[src/rtl/cond_pkg.sv]
// cond_pkg: flag bit positions, branch opcodes and FSM states shared by the conditional-logic stage.
package cond_pkg;
   localparam int N_BIT = 3;
   localparam int Z_BIT = 2;
   localparam int C_BIT = 1;
   localparam int V_BIT = 0;
   localparam logic [2:0] OP_EQ_B = 3'b111;
   localparam logic [2:0] OP_NE   = 3'b100;
   localparam logic [2:0] OP_GT   = 3'b101;
   localparam logic [2:0] OP_LT   = 3'b110;
   typedef enum logic [1:0] {IDLE, WAIT, EVAL} state_t;
endpackage

[src/rtl/flag_scoreboard.sv]
// flag_scoreboard: saturating count of in-flight flag writers, with readiness and protocol-error detection.
module flag_scoreboard #(
   parameter int MAX_PENDING = 3,
   parameter bit FWD_EN      = 1'b1,
   localparam int CW         = $clog2(MAX_PENDING + 1)
) (
   input  logic clk,
   input  logic rst,
   input  logic issue,
   input  logic issue_block,
   input  logic retire,
   output logic full,
   output logic empty,
   output logic flags_ready,
   output logic overflow,
   output logic underflow
);
   logic [CW-1:0] pending;
   logic          accept, dec;
   assign full        = pending == CW'(MAX_PENDING);
   assign empty       = pending == '0;
   assign overflow    = issue & (issue_block | full);
   assign underflow   = retire & empty;
   assign accept      = issue & ~issue_block & ~full;
   assign dec         = retire & ~empty;
   // the last outstanding writer retiring this cycle counts as ready when it can be forwarded
   assign flags_ready = empty | (FWD_EN & (pending == CW'(1)) & retire & ~issue);
   always_ff @(posedge clk or posedge rst) begin
      if (rst) pending <= '0;
      else if (accept != dec) pending <= accept ? pending + 1'b1 : pending - 1'b1;
   end
endmodule

[src/rtl/flag_branch_unit.sv]
// flag_branch_unit: NZCV register, flag-writer scoreboard and branch-resolution handshake feeding condition_checker.
module flag_branch_unit
   import cond_pkg::*;
#(
   parameter int MAX_PENDING = 3,
   parameter bit FWD_EN      = 1'b1
) (
   input  logic       clk,
   input  logic       rst,
   input  logic       issue_flag_set,
   input  logic       alu_flags_valid,
   input  logic [3:0] alu_flags,
   input  logic       br_req,
   input  logic [2:0] br_opcode,
   input  logic       br_V,
   input  logic       cond_ex,
   output logic [2:0] cc_opcode,
   output logic       cc_V,
   output logic       N_flag,
   output logic       Z_flag,
   output logic       C_flag,
   output logic       V_flag,
   output logic       br_ack,
   output logic       br_taken,
   output logic       stall_issue,
   output logic       proto_err
);
   state_t     state, state_n;
   logic [3:0] flags_q, flags_p;
   logic [2:0] op_q;
   logic       v_q, full, empty, flags_ready, overflow, underflow, br_accept;
   assign flags_p     = (FWD_EN && alu_flags_valid) ? alu_flags : flags_q;
   assign N_flag      = flags_p[N_BIT];
   assign Z_flag      = flags_p[Z_BIT];
   assign C_flag      = flags_p[C_BIT];
   assign V_flag      = flags_p[V_BIT];
   assign cc_opcode   = op_q;
   assign cc_V        = v_q;
   // a waiting branch blocks younger flag-setters so its flags cannot be overtaken
   assign stall_issue = full | br_req | (state != IDLE);
   // br_req still high during br_ack is the tail of the previous request
   assign br_accept   = (state == IDLE) & br_req & ~br_ack;
   flag_scoreboard #(.MAX_PENDING(MAX_PENDING), .FWD_EN(FWD_EN)) u_sb (
      .clk(clk), .rst(rst), .issue(issue_flag_set), .issue_block(stall_issue),
      .retire(alu_flags_valid), .full(full), .empty(empty), .flags_ready(flags_ready),
      .overflow(overflow), .underflow(underflow)
   );
   always_comb begin
      state_n = state;
      case (state)
         IDLE:    state_n = br_accept ? ((br_V | flags_ready) ? EVAL : WAIT) : IDLE;
         WAIT:    state_n = flags_ready ? EVAL : WAIT;
         default: state_n = IDLE;
      endcase
   end
   always_ff @(posedge clk or posedge rst) begin
      if (rst) begin
         state     <= IDLE;
         flags_q   <= 4'b0000;
         op_q      <= 3'b000;
         v_q       <= 1'b0;
         br_ack    <= 1'b0;
         br_taken  <= 1'b0;
         proto_err <= 1'b0;
      end else begin
         state  <= state_n;
         br_ack <= state == EVAL;
         if (alu_flags_valid) flags_q <= alu_flags;
         if (br_accept) {op_q, v_q} <= {br_opcode, br_V};
         if (state == EVAL) br_taken <= cond_ex;
         if (overflow | underflow) proto_err <= 1'b1;
      end
   end
endmodule

[config.mk]
export PLATFORM = sky130hd
export DESIGN_NAME = flag_branch_unit
export DESIGN_NICKNAME = d
export VERILOG_FILES = /design/src/rtl/cond_pkg.sv /design/src/rtl/flag_scoreboard.sv /design/src/rtl/flag_branch_unit.sv
export SDC_FILE = /design/constraint.sdc
export NUM_CORES = 1
export LEC_CHECK = 0
export BUFFER_PORTS_ARGS = -buffer_cell sky130_fd_sc_hd__buf_4
export CORE_ASPECT_RATIO = 0.6
export CORE_MARGIN = 5
export CORE_UTILIZATION = 29
export DETAILED_ROUTE_END_ITERATION = 6
export GPL_ROUTABILITY_DRIVEN = 0
export PLACE_DENSITY = 0.52
export SKIP_CTS_REPAIR_TIMING = 1
export SYNTH_ARGS = -nofsm -noshare
export SYNTH_HDL_FRONTEND = slang
export SYNTH_SLANG_ARGS = --single-unit
[constraint.sdc]
create_clock -name clk -period 3.1 [get_ports clk]
set_input_delay 0.465 -clock clk [delete_from_list [all_inputs] [get_ports clk]]
set_output_delay 0.465 -clock clk [all_outputs]
set_load 0.05 [all_outputs]
==> reports/qor.csv, run 1 <==
stage,metric,value,unit
synthesis,syn_area,689,µm²
synthesis,ys_seq_elements,15,
synthesis,synth_cells,52,
global_route,grt_max_degree,16,
pwr,p_leak,0.000470,µW
worst_setup_path,slowest_stage,dfrtp_1,
synthesis,synth_cell_types,19,
drt,vias,466,
final_layout,drive_above_1_share,0.525,
floorplan,die_h,47.8,µm
floorplan,die_w,72.9,µm
cts,cts_sinks,15,
pwr,finalPower,999,µW
final_layout,n_fill_cell,211,
worst_setup_path,cpPeakStageDelay,420,ps
worst_setup_path,crit_fanout,4,
floorplan,initial_core_util,0.312,
synthesis,avgSynthCellArea,13.3,µm²
final_layout,post-route-cell-area,957,µm²
final_layout,multi_input_area,288,µm²
synthesis,synth-async-reset-ratio,1.00,
worst_setup_path,critPathKind,reg -> out,
global_route,grt_pass1_vias,446,
pwr,peakVddDrop,0.465,mV
floorplan,coreArea,0.00221,mm²
timing,grt_setup_unrepaired,no,
placement,place_area,911,µm²
synthesis,yosysTopAreaCell,dfrtp_1,
timing,hold_viol,0,
worst_setup_path,rrSetupSlack,1580,ps
synthesis,synth_edf_count,0,
placement,dpl.hpwl,1.07,mm
cts,numCtsBuffers,3,
cts,cts_root_buffer,clkbuf_8,
timing,fmax,0.535,GHz
worst_setup_path,reg2reg_depth,5,
worst_setup_path,worstPathRequired,2630,ps
floorplan,die_area,0.00348,mm²
global_route,grt_pass1_wl,2.04,mm
timing,worst_pin_slew,556,ps
timing,finalSetupTns,0,ps
timing,finalCriticalPeriod,1870,ps
final_layout,insertedDiodeCount,0,
synthesis,seq_area_frac_synth,0.544,
cts,clk_latency,250,ps
cts,tritoncts,done,
placement,portBuffers,25,
worst_setup_path,arrival,1410,ps
drt,drt_iter0_drc,10,
timing,skew,2.92,ps
floorplan,rows,13,
synthesis,syn_nets,69,
final_layout,areaGrowthSynthToFinish,38.8,%
cts,path_clk_slew,60,ps
cts,cts_max_path_buffers,2,
cts,h-tree-depth,1,
pwr,p_per_area,1040,mW/mm²
global_route,grt_use_total,0.0822,
job,drv_cap,0,
placement,place_inst,106,
worst_setup_path,worst_setup_path_start_kind,register,
synthesis,synth_warnings,0,
synthesis,synth.most_common_cell,dfrtp_1,
global_route,antenna_found_initial,0,
worst_setup_path,cp-end-kind,primary output,
final_layout,seq_area,375,µm²
drt,finalWirelength,1.34,mm
drt,via_per_inst,4.24,
synthesis,synthFlopType,dfrtp_1,
final_layout,instances_no_fill,110,
worst_setup_path,rr_endpoint,u_sb.pending[1]$_DFFE_PP0P_,
final_layout,layout.nets,98,
synthesis,yosys-top-cells-count,"dfrtp_1 (15), mux2_2 (8), inv_1 (6)",
synthesis,synth_top_area_frac,0.544,
timing,final_max_slew_viol_count,0,
worst_setup_path,crit_chain,ha_1 > nor4_2 > inv_1 > buf_4,
run_status,outcome,"finished, final reports clean",
drt,first_pass_iters,3,
global_route,grt_overflow_total,0,
drt,wire_per_inst,12.2,µm
floorplan,io_pins,26,
hold_path,hold_path_class,in -> async,
worst_setup_path,worstReg2RegStart,u_sb.pending[0]$_DFFE_PP0P_,
timing,max_slew_margin,0.629,
synthesis,yosys-top-cells-area,"dfrtp_1 (54%), mux2_2 (13%), ha_1 (5.4%)",
drt,antenna_left,0,
drt,drc,0,
timing,fin_crit_sh,0.603,
timing,timing.final.setup_violations,0,
metal layers:
metal	global-route usage	vias to the layer above	share of wire
met5	0	-	0
met4	0.0110	0	0
met3	0.0524	0	0.098
met2	0.109	17	0.41
met1	0.113	216	0.50
li1	-	233	-
stage by stage:
step	setup WS, ps	utilization	hold WS (ps)
floorplan	1460	-	366
global placement	1480	0.412	468
detailed placement	1460	0.412	487
CTS	1220	0.433	297
global route	1160	0.433	331
finish	1230	0.433	272
logic make-up after synthesis:
logic type	count (synthesis)	share of synthesized area
AO/OA/AOI/OAI	6	0.0545
XOR/XNOR	2	0.0254
AND/OR/NAND/NOR	8	0.102
flip-flops	15	0.544
adder cells (fa/ha/maj)	3	0.0545
multiplexers	11	0.181
buffers and inverters	7	0.0381
where the power goes:
group / internal, µW / leakage, µW / switching (µW)
combinational: 209 / 0.000267 / 305
clock: 88.9 / 0.0000255 / 68.1
sequential: 267 / 0.000178 / 60.4
total: 565 / 0.000470 / 434
critical path, delay by kind of cell, from the launching register on:
family	cells	cell delay, ps
buf+inv	2	310
flops	1	420
fa+ha+maj	1	220
simple gates	1	210
layout make-up:
cell class / instances / share of cell area
clock buffer: 3 / 0.0431
clock inverter: 1 / 0.00523
inverter: 6 / 0.0235
multi-input combinational: 30 / 0.301
sequential: 15 / 0.392
tap: 30 / 0.0392
timing repair buffer: 25 / 0.196
worst max path at each step:
stage / from / to / slack [ps] / cells after the start
global placement: br_req / stall_issue / 1480 / 4
global route: u_sb.pending[0]$_DFFE_PP0P_ / stall_issue / 1160 / 4
detailed placement: br_req / stall_issue / 1460 / 4
floorplan: alu_flags_valid / C_flag / 1460 / 2
CTS: u_sb.pending[0]$_DFFE_PP0P_ / stall_issue / 1220 / 4
finish: u_sb.pending[0]$_DFFE_PP0P_ / stall_issue / 1230 / 4
sequential cells by signal (all words and copies together), names as in the netlist:
| register | count |
|---|---|
| flags_q | 4 |
| proto_err | 1 |
| u_sb.pending | 2 |
| br_taken | 1 |
| cc_V | 1 |
| state | 2 |
| br_ack | 1 |
| cc_opcode | 3 |
placed cells by master, fill, tap and decap left out:
| cell | instances |
|---|---|
| clkbuf_8 | 3 |
| nor3_1 | 1 |
| o21bai_1 | 1 |
| nand2b_1 | 1 |
| dfrtp_1 | 15 |
| a21oi_1 | 2 |
| mux2_4 | 1 |
| and2b_2 | 1 |
| nand2_2 | 1 |
| clkinv_2 | 1 |
| nand2_1 | 2 |
| mux2_2 | 8 |
| inv_1 | 6 |
| ha_1 | 3 |
| mux2i_1 | 2 |
| o21ai_0 | 2 |
| buf_4 | 25 |
| a221o_1 | 1 |
| nor4b_4 | 1 |
| xnor2_1 | 2 |
| nor4_2 | 1 |
Power figures use the tool's default switching activity.
==> run 2, diff against run 1 <==
--- a/config.mk
+++ b/config.mk
@@ -5,13 +5,14 @@
 export SDC_FILE = /design/constraint.sdc
 export NUM_CORES = 1
 export LEC_CHECK = 0
+export ABC_AREA = 1
 export BUFFER_PORTS_ARGS = -buffer_cell sky130_fd_sc_hd__buf_4
 export CORE_ASPECT_RATIO = 0.6
 export CORE_MARGIN = 5
 export CORE_UTILIZATION = 29
 export DETAILED_ROUTE_END_ITERATION = 6
 export GPL_ROUTABILITY_DRIVEN = 0
-export PLACE_DENSITY = 0.52
+export PLACE_DENSITY = 0.54
 export SKIP_CTS_REPAIR_TIMING = 1
 export SYNTH_ARGS = -nofsm -noshare
 export SYNTH_HDL_FRONTEND = slang
==> constraint.sdc (replaced) <==
create_clock -name clk -period 1.7 [get_ports clk]
set_input_delay 0.255 -clock clk [delete_from_list [all_inputs] [get_ports clk]]
set_output_delay 0.255 -clock clk [all_outputs]
set_load 0.05 [all_outputs]
==> reports/qor.csv, run 2 <==
stage,metric,value,unit,change
run_status,outcome,"finished, final reports clean",,unchanged
worst_setup_path,worstReg2RegStart,u_sb.pending[0]$_DFFE_PP0P_,,unchanged
cts,cts_root_buffer,clkbuf_8,,unchanged
final_layout,layout.nets,126,,was 98
synthesis,yosys-top-cells-area,"dfrtp_1 (53%), nand2_1 (13%), inv_1 (6.4%)",,"was dfrtp_1 (54%), mux2_2 (13%), ha_1 (5.4%)"
worst_setup_path,crit_fanout,4,,unchanged
global_route,grtUsageMet2,0.143,,was 0.109
hold_path,hold_path_class,in -> async,,unchanged
pwr,p_leak,0.000529,µW,was 0.000470 µW
synthesis,yosys-top-cells-count,"nand2_1 (25), dfrtp_1 (15), inv_1 (12)",,"was dfrtp_1 (15), mux2_2 (8), inv_1 (6)"
synthesis,syn_area,703,µm²,was 689 µm²
timing,fin_crit_sh,0.923,,
synthesis,synth_top_area_frac,0.534,,was 0.544
pwr,peakVddDrop,0.781,mV,was 0.465 mV
timing,timing.hold.ws,72.0,ps,was 272 ps
global_route,grt-busiest-layer,met2,,was met1
final_layout,final_cell_mix,"nand2_1 (25), buf_4 (25), dfrtp_1 (15)",,"was buf_4 (25), dfrtp_1 (15), mux2_2 (8)"
global_route,grt_pass1_wl,2.53,mm,was 2.04 mm
worst_setup_path,worstPathRequired,1440,ps,was 2630 ps
timing,final_max_slew_viol_count,0,,unchanged
global_route,grt_max_degree,16,,unchanged
final_layout,drive_above_1_share,0.324,,was 0.525
drt,via_per_inst,4.06,,was 4.24
cts,cts_sinks,15,,unchanged
cts,numCtsBuffers,3,,unchanged
final_layout,top_register,flags_q,,unchanged
worst_setup_path,cp-end-kind,primary output,,unchanged
timing,hold_viol,0,,unchanged
worst_setup_path,crit_family,flip-flops,,unchanged
placement,portBuffers,25,,unchanged
timing,skew,1.85,ps,was 2.92 ps
synthesis,synthFlopType,dfrtp_1,,unchanged
timing,max_slew_margin,0.619,,was 0.629
final_layout,n_fill_cell,238,,was 211
synthesis,synth_cells,79,,was 52
global_route,grt_use_total,0.0983,,was 0.0822
pwr,p_per_area,1770,mW/mm²,was 1040 mW/mm²
synthesis,synth_cell_types,17,,was 19
drt,wire_per_inst,11.0,µm,was 12.2 µm
synthesis,synth.most_common_cell,nand2_1,,was dfrtp_1
final_layout,areaGrowthSynthToFinish,38.4,%,was 38.8%
synthesis,synth_warnings,0,,unchanged
final_layout,multi_input_area,279,µm²,was 288 µm²
timing,timing.final.setup_violations,0,,unchanged
worst_setup_path,crit_chain,ha_1 > nor2_1 > nand2_1 > buf_4,,was ha_1 > nor4_2 > inv_1 > buf_4
timing,finalCriticalPeriod,1570,ps,
worst_setup_path,worst_setup_path_start_kind,register,,unchanged
floorplan,initial_core_util,0.313,,was 0.312
synthesis,yosysTopAreaCell,dfrtp_1,,unchanged
synthesis,seq_area_frac_synth,0.534,,was 0.544
job,drv_cap,0,,unchanged
synthesis,synth_edf_count,0,,unchanged
synthesis,ys_seq_elements,15,,unchanged
drt,antenna_left,0,,unchanged
cts,h-tree-depth,1,,unchanged
timing,grt_setup_unrepaired,no,,unchanged
pwr,finalPower,1730,µW,was 999 µW
floorplan,io_pins,26,,unchanged
cts,clk_latency,240,ps,was 250 ps
final_layout,largest_reg_flops,4,,unchanged
cts,tritoncts,done,,unchanged
drt,drt_iter0_drc,17,,was 10
global_route,grt_pass1_vias,545,,was 446
floorplan,rows,13,,unchanged
timing,worst_pin_slew,571,ps,was 556 ps
synthesis,syn_nets,96,,was 69
synthesis,synth-async-reset-ratio,1.00,,unchanged
final_layout,insertedDiodeCount,0,,unchanged
placement,dpl.hpwl,1.21,mm,was 1.07 mm
global_route,grt_overflow_total,0,,unchanged
floorplan,die_h,48.1,µm,was 47.8 µm
worst_setup_path,rr_endpoint,u_sb.pending[0]$_DFFE_PP0P_,,was u_sb.pending[1]$_DFFE_PP0P_
floorplan,die_w,73.6,µm,was 72.9 µm
floorplan,die_area,0.00354,mm²,was 0.00348 mm²
worst_setup_path,slowest_stage,dfrtp_1,,unchanged
drt,first_pass_iters,4,,was 3
floorplan,coreArea,0.00224,mm²,was 0.00221 mm²
drt,vias,560,,was 466
worst_setup_path,path_buf_inv,1,,was 2
cts,path_clk_slew,60,ps,about the same
worst_setup_path,critPathKind,reg -> out,,unchanged
final_layout,seq_area,375,µm²,unchanged
worst_setup_path,reg2reg_depth,7,,was 5
global_route,met3_usage,0.0432,,was 0.0524
worst_setup_path,cpPeakStageDelay,410,ps,was 420 ps
drt,drc,0,,unchanged
global_route,grt.met1_usage,0.132,,was 0.113
worst_setup_path,arrival,1310,ps,was 1410 ps
timing,finalSetupTns,0,ps,unchanged
timing,fmax,0.637,GHz,
cts,cts_max_path_buffers,2,,unchanged
synthesis,avgSynthCellArea,8.90,µm²,was 13.3 µm²
drt,finalWirelength,1.51,mm,was 1.34 mm
worst_setup_path,rrSetupSlack,430,ps,was 1580 ps
global_route,antenna_found_initial,0,,unchanged
run 2: per-layer routing:
metal | routed length (µm) | vias up
li1 | - | 300
met1 | 772 | 236
met2 | 562 | 22
met3 | 167 | 2
met4 | 9 | 0
met5 | 0 | -
run 2: power breakdown:
group | switching [µW] | total (µW) | leakage (µW) | internal, µW
logic | 602 | 889 | 0.000326 | 287
clock network | 114 | 280 | 0.0000228 | 166
registers | 81.8 | 559 | 0.000180 | 477
run 2: worst max-delay path by stage:
stage,startpoint,end,slack [ps],depth (start not counted)
5_1_grt,u_sb.pending[0]$_DFFE_PP0P_,stall_issue,3,4
2_1_floorplan,u_sb.pending[0]$_DFFE_PP0P_,proto_err$_DFFE_PP0P_,240,5
3_5_place_dp,u_sb.pending[0]$_DFFE_PP0P_,stall_issue,400,4
3_3_place_gp,u_sb.pending[0]$_DFFE_PP0P_,stall_issue,420,4
4_1_cts,u_sb.pending[0]$_DFFE_PP0P_,stall_issue,120,4
6_report,u_sb.pending[0]$_DFFE_PP0P_,stall_issue,130,4
run 2: cells by family after synthesis:
family | synth area share
AND/OR/NAND/NOR | 0.254
buffers and inverters | 0.0694
multiplexers | 0.0160
AO/OA/AOI/OAI | 0.0730
flip-flops | 0.534
adder cells (fa/ha/maj) | 0.0534
run 2: metrics by stage:
step	cell area (µm²)	utilization	std cells	setup WS, ps
after global placement	928	0.414	134	419
after CTS	973	0.434	138	125
after detailed placement	928	0.414	134	399
final	973	0.434	138	130
after global routing	973	0.434	138	2.89
after floorplan	703	-	79	244
run 2: final cells by class:
class                   instances  share of cell area
clock buffers                   4              0.0463
inverters                      13              0.0501
multi-input cells              51               0.287
flip-flops and latches         15               0.386
well taps                      30              0.0386
repair buffers                 25               0.193
==> run 3, diff against run 2 <==
--- a/config.mk
+++ b/config.mk
@@ -7,12 +7,11 @@
 export LEC_CHECK = 0
 export ABC_AREA = 1
 export BUFFER_PORTS_ARGS = -buffer_cell sky130_fd_sc_hd__buf_4
-export CORE_ASPECT_RATIO = 0.6
 export CORE_MARGIN = 5
-export CORE_UTILIZATION = 29
+export CORE_UTILIZATION = 42
 export DETAILED_ROUTE_END_ITERATION = 6
 export GPL_ROUTABILITY_DRIVEN = 0
-export PLACE_DENSITY = 0.54
+export PLACE_DENSITY = 0.72
 export SKIP_CTS_REPAIR_TIMING = 1
 export SYNTH_ARGS = -nofsm -noshare
 export SYNTH_HDL_FRONTEND = slang
==> reports/qor.csv, run 3 (synthesized netlist as in run 2, its figures left out) <==
stage,metric,value,unit,change
floorplan,rows,14,,was 13
pwr,p_leak,0.000524,µW,was 0.000529 µW
worst_setup_path,worstReg2RegStart,u_sb.pending[0]$_DFFE_PP0P_,,unchanged
placement,dpl.hpwl,1.11,mm,was 1.21 mm
pwr,clkPwrFrac,0.127,,was 0.162
cts,cts_root_buffer,clkbuf_4,,was clkbuf_8
drt,antenna_left,0,,unchanged
final_layout,largest_reg_flops,4,,unchanged
drt,vias,601,,was 560
cts,numCtsBuffers,3,,unchanged
cts,tritoncts,done,,unchanged
worst_setup_path,critPathKind,reg -> out,,unchanged
placement,portBuffers,25,,unchanged
final_layout,final_cell_mix,"nand2_1 (25), buf_4 (25), dfrtp_1 (15)",,unchanged
floorplan,die_w,50.9,µm,was 73.6 µm
final_layout,areaGrowthSynthToFinish,33.8,%,was 38.4%
job,drv_cap,0,,unchanged
timing,finalSetupTns,0,ps,unchanged
worst_setup_path,worstPathRequired,1440,ps,about the same
worst_setup_path,path_buf_inv,1,,unchanged
worst_setup_path,crit_fanout,4,,unchanged
final_layout,insertedDiodeCount,0,,unchanged
worst_setup_path,arrival,1340,ps,was 1310 ps
global_route,grt_overflow_total,0,,unchanged
cts,cts_max_path_buffers,2,,unchanged
worst_setup_path,endpoint,stall_issue,,unchanged
drt,first_pass_iters,4,,unchanged
worst_setup_path,rrSetupSlack,400,ps,was 430 ps
floorplan,initial_core_util,0.456,,was 0.313
worst_setup_path,worst_setup_path_start_kind,register,,unchanged
timing,finalCriticalPeriod,1600,ps,was 1570 ps
cts,h-tree-depth,1,,unchanged
timing,timing.final.setup_violations,0,,unchanged
floorplan,coreArea,0.00154,mm²,was 0.00224 mm²
floorplan,die_h,50.9,µm,was 48.1 µm
worst_setup_path,cp-end-kind,primary output,,unchanged
global_route,antenna_found_initial,0,,unchanged
worst_setup_path,crit_family,flip-flops,,unchanged
worst_setup_path,cp_num_cells,4,,unchanged
pwr,p_sw_frac,0.487,,was 0.462
final_layout,drive_above_1_share,0.343,,was 0.324
timing,grt_setup_unrepaired,no,,unchanged
cts,clk_latency,290,ps,was 240 ps
final_layout,n_fill_cell,136,,was 238
timing,hold_viol,0,,unchanged
drt,wire_per_inst,10.8,µm,was 11.0 µm
pwr,p_sw,811,µW,was 797 µW
final_layout,top_register,flags_q,,unchanged
pwr,p_int,853,µW,was 930 µW
final_layout,layout.nets,126,,unchanged
drt,drc,0,,unchanged
pwr,combinationalPowerShare,0.539,,was 0.515
pwr,p_per_area,1770,mW/mm²,about the same
drt,via_per_inst,4.85,,was 4.06
pwr,pwr-share-seq,0.334,,was 0.324
timing,fmax,0.626,GHz,was 0.637 GHz
floorplan,die_area,0.00259,mm²,was 0.00354 mm²
cts,path_clk_slew,100,ps,was 60 ps
global_route,grt_use_total,0.121,,was 0.0983
cts,cts_sinks,15,,unchanged
timing,timing.hold.ws,6.51,ps,was 72.0 ps
timing,final_max_slew_viol_count,0,,unchanged
worst_setup_path,rr_endpoint,u_sb.pending[1]$_DFFE_PP0P_,,was u_sb.pending[0]$_DFFE_PP0P_
hold_path,hold_path_class,in -> async,,unchanged
drt,finalWirelength,1.34,mm,was 1.51 mm
worst_setup_path,crit_chain,ha_1 > nor2_2 > nand2_1 > buf_4,,was ha_1 > nor2_1 > nand2_1 > buf_4
worst_setup_path,setup.worst_path.start,u_sb.pending[0]$_DFFE_PP0P_,,unchanged
timing,max_slew_margin,0.633,,was 0.619
worst_setup_path,slowest_stage,dfrtp_1,,unchanged
timing,fin_crit_sh,0.939,,was 0.923
global_route,grt_pass1_vias,599,,was 545
global_route,grt_max_degree,16,,unchanged
timing,skew,3.85,ps,was 1.85 ps
timing,worst_pin_slew,550,ps,was 571 ps
run_status,outcome,"finished, final reports clean",,unchanged
global_route,grt_pass1_wl,2.44,mm,was 2.53 mm
worst_setup_path,cpPeakStageDelay,420,ps,was 410 ps
drt,drt_iter0_drc,6,,was 17
worst_setup_path,reg2reg_depth,8,,was 7
pwr,peakVddDrop,1.07,mV,was 0.781 mV
floorplan,io_pins,26,,unchanged
## run 3: how the worst min path moves through the flow
stage	from	to	slack, ps	cells past startpoint
after floorplan	rst	br_ack$_DFF_PP0_	160	1
after global placement	rst	cc_opcode[1]$_DFFE_PP0N_	340	2
after detailed placement	rst	cc_opcode[1]$_DFFE_PP0N_	350	2
after CTS	rst	cc_opcode[1]$_DFFE_PP0N_	30	2
after global routing	rst	cc_opcode[0]$_DFFE_PP0N_	70	2
final	rst	cc_opcode[1]$_DFFE_PP0N_	7	2
## run 3: cell type report
cell class | instances | area, µm² | area share
Sequential cell | 15 | 375 | 0.399
Multi-Input combinational cell | 51 | 282 | 0.299
Timing Repair Buffer | 25 | 188 | 0.199
Inverter | 13 | 48.8 | 0.0519
Clock buffer | 3 | 22.5 | 0.0239
Tap cell | 16 | 20.0 | 0.0213
Clock inverter | 1 | 5.00 | 0.00532
## run 3: power groups by stage
stage               combinational, µW  clock, µW  sequential [µW]
finish                            896        211              556
CTS                               905        213              556
global placement                  880          0              557
floorplan                         411          0              801
detailed placement                905          0              562
global route                      982        232              573
## run 3: metrics by stage
step | instances | util | power [µW] | worst slack (ps) | instance area [µm²]
after global placement | 120 | 0.591 | 1440 | 445 | 911
after global routing | 124 | 0.610 | 1790 | 25.7 | 941
final | 124 | 0.610 | 1660 | 103 | 941
after floorplan | 79 | - | 1210 | 244 | 703
after detailed placement | 120 | 0.591 | 1470 | 382 | 911
after CTS | 124 | 0.609 | 1670 | 62.9 | 938
## run 3: per-layer routing
metal  global-route usage  part of all wire  up-vias
met4               0.0511             0.012        0
met1                0.154              0.46      268
met2                0.184              0.45       24
li1                     -                 -      307
met3               0.0465             0.081        2
met5                    0                 0        -
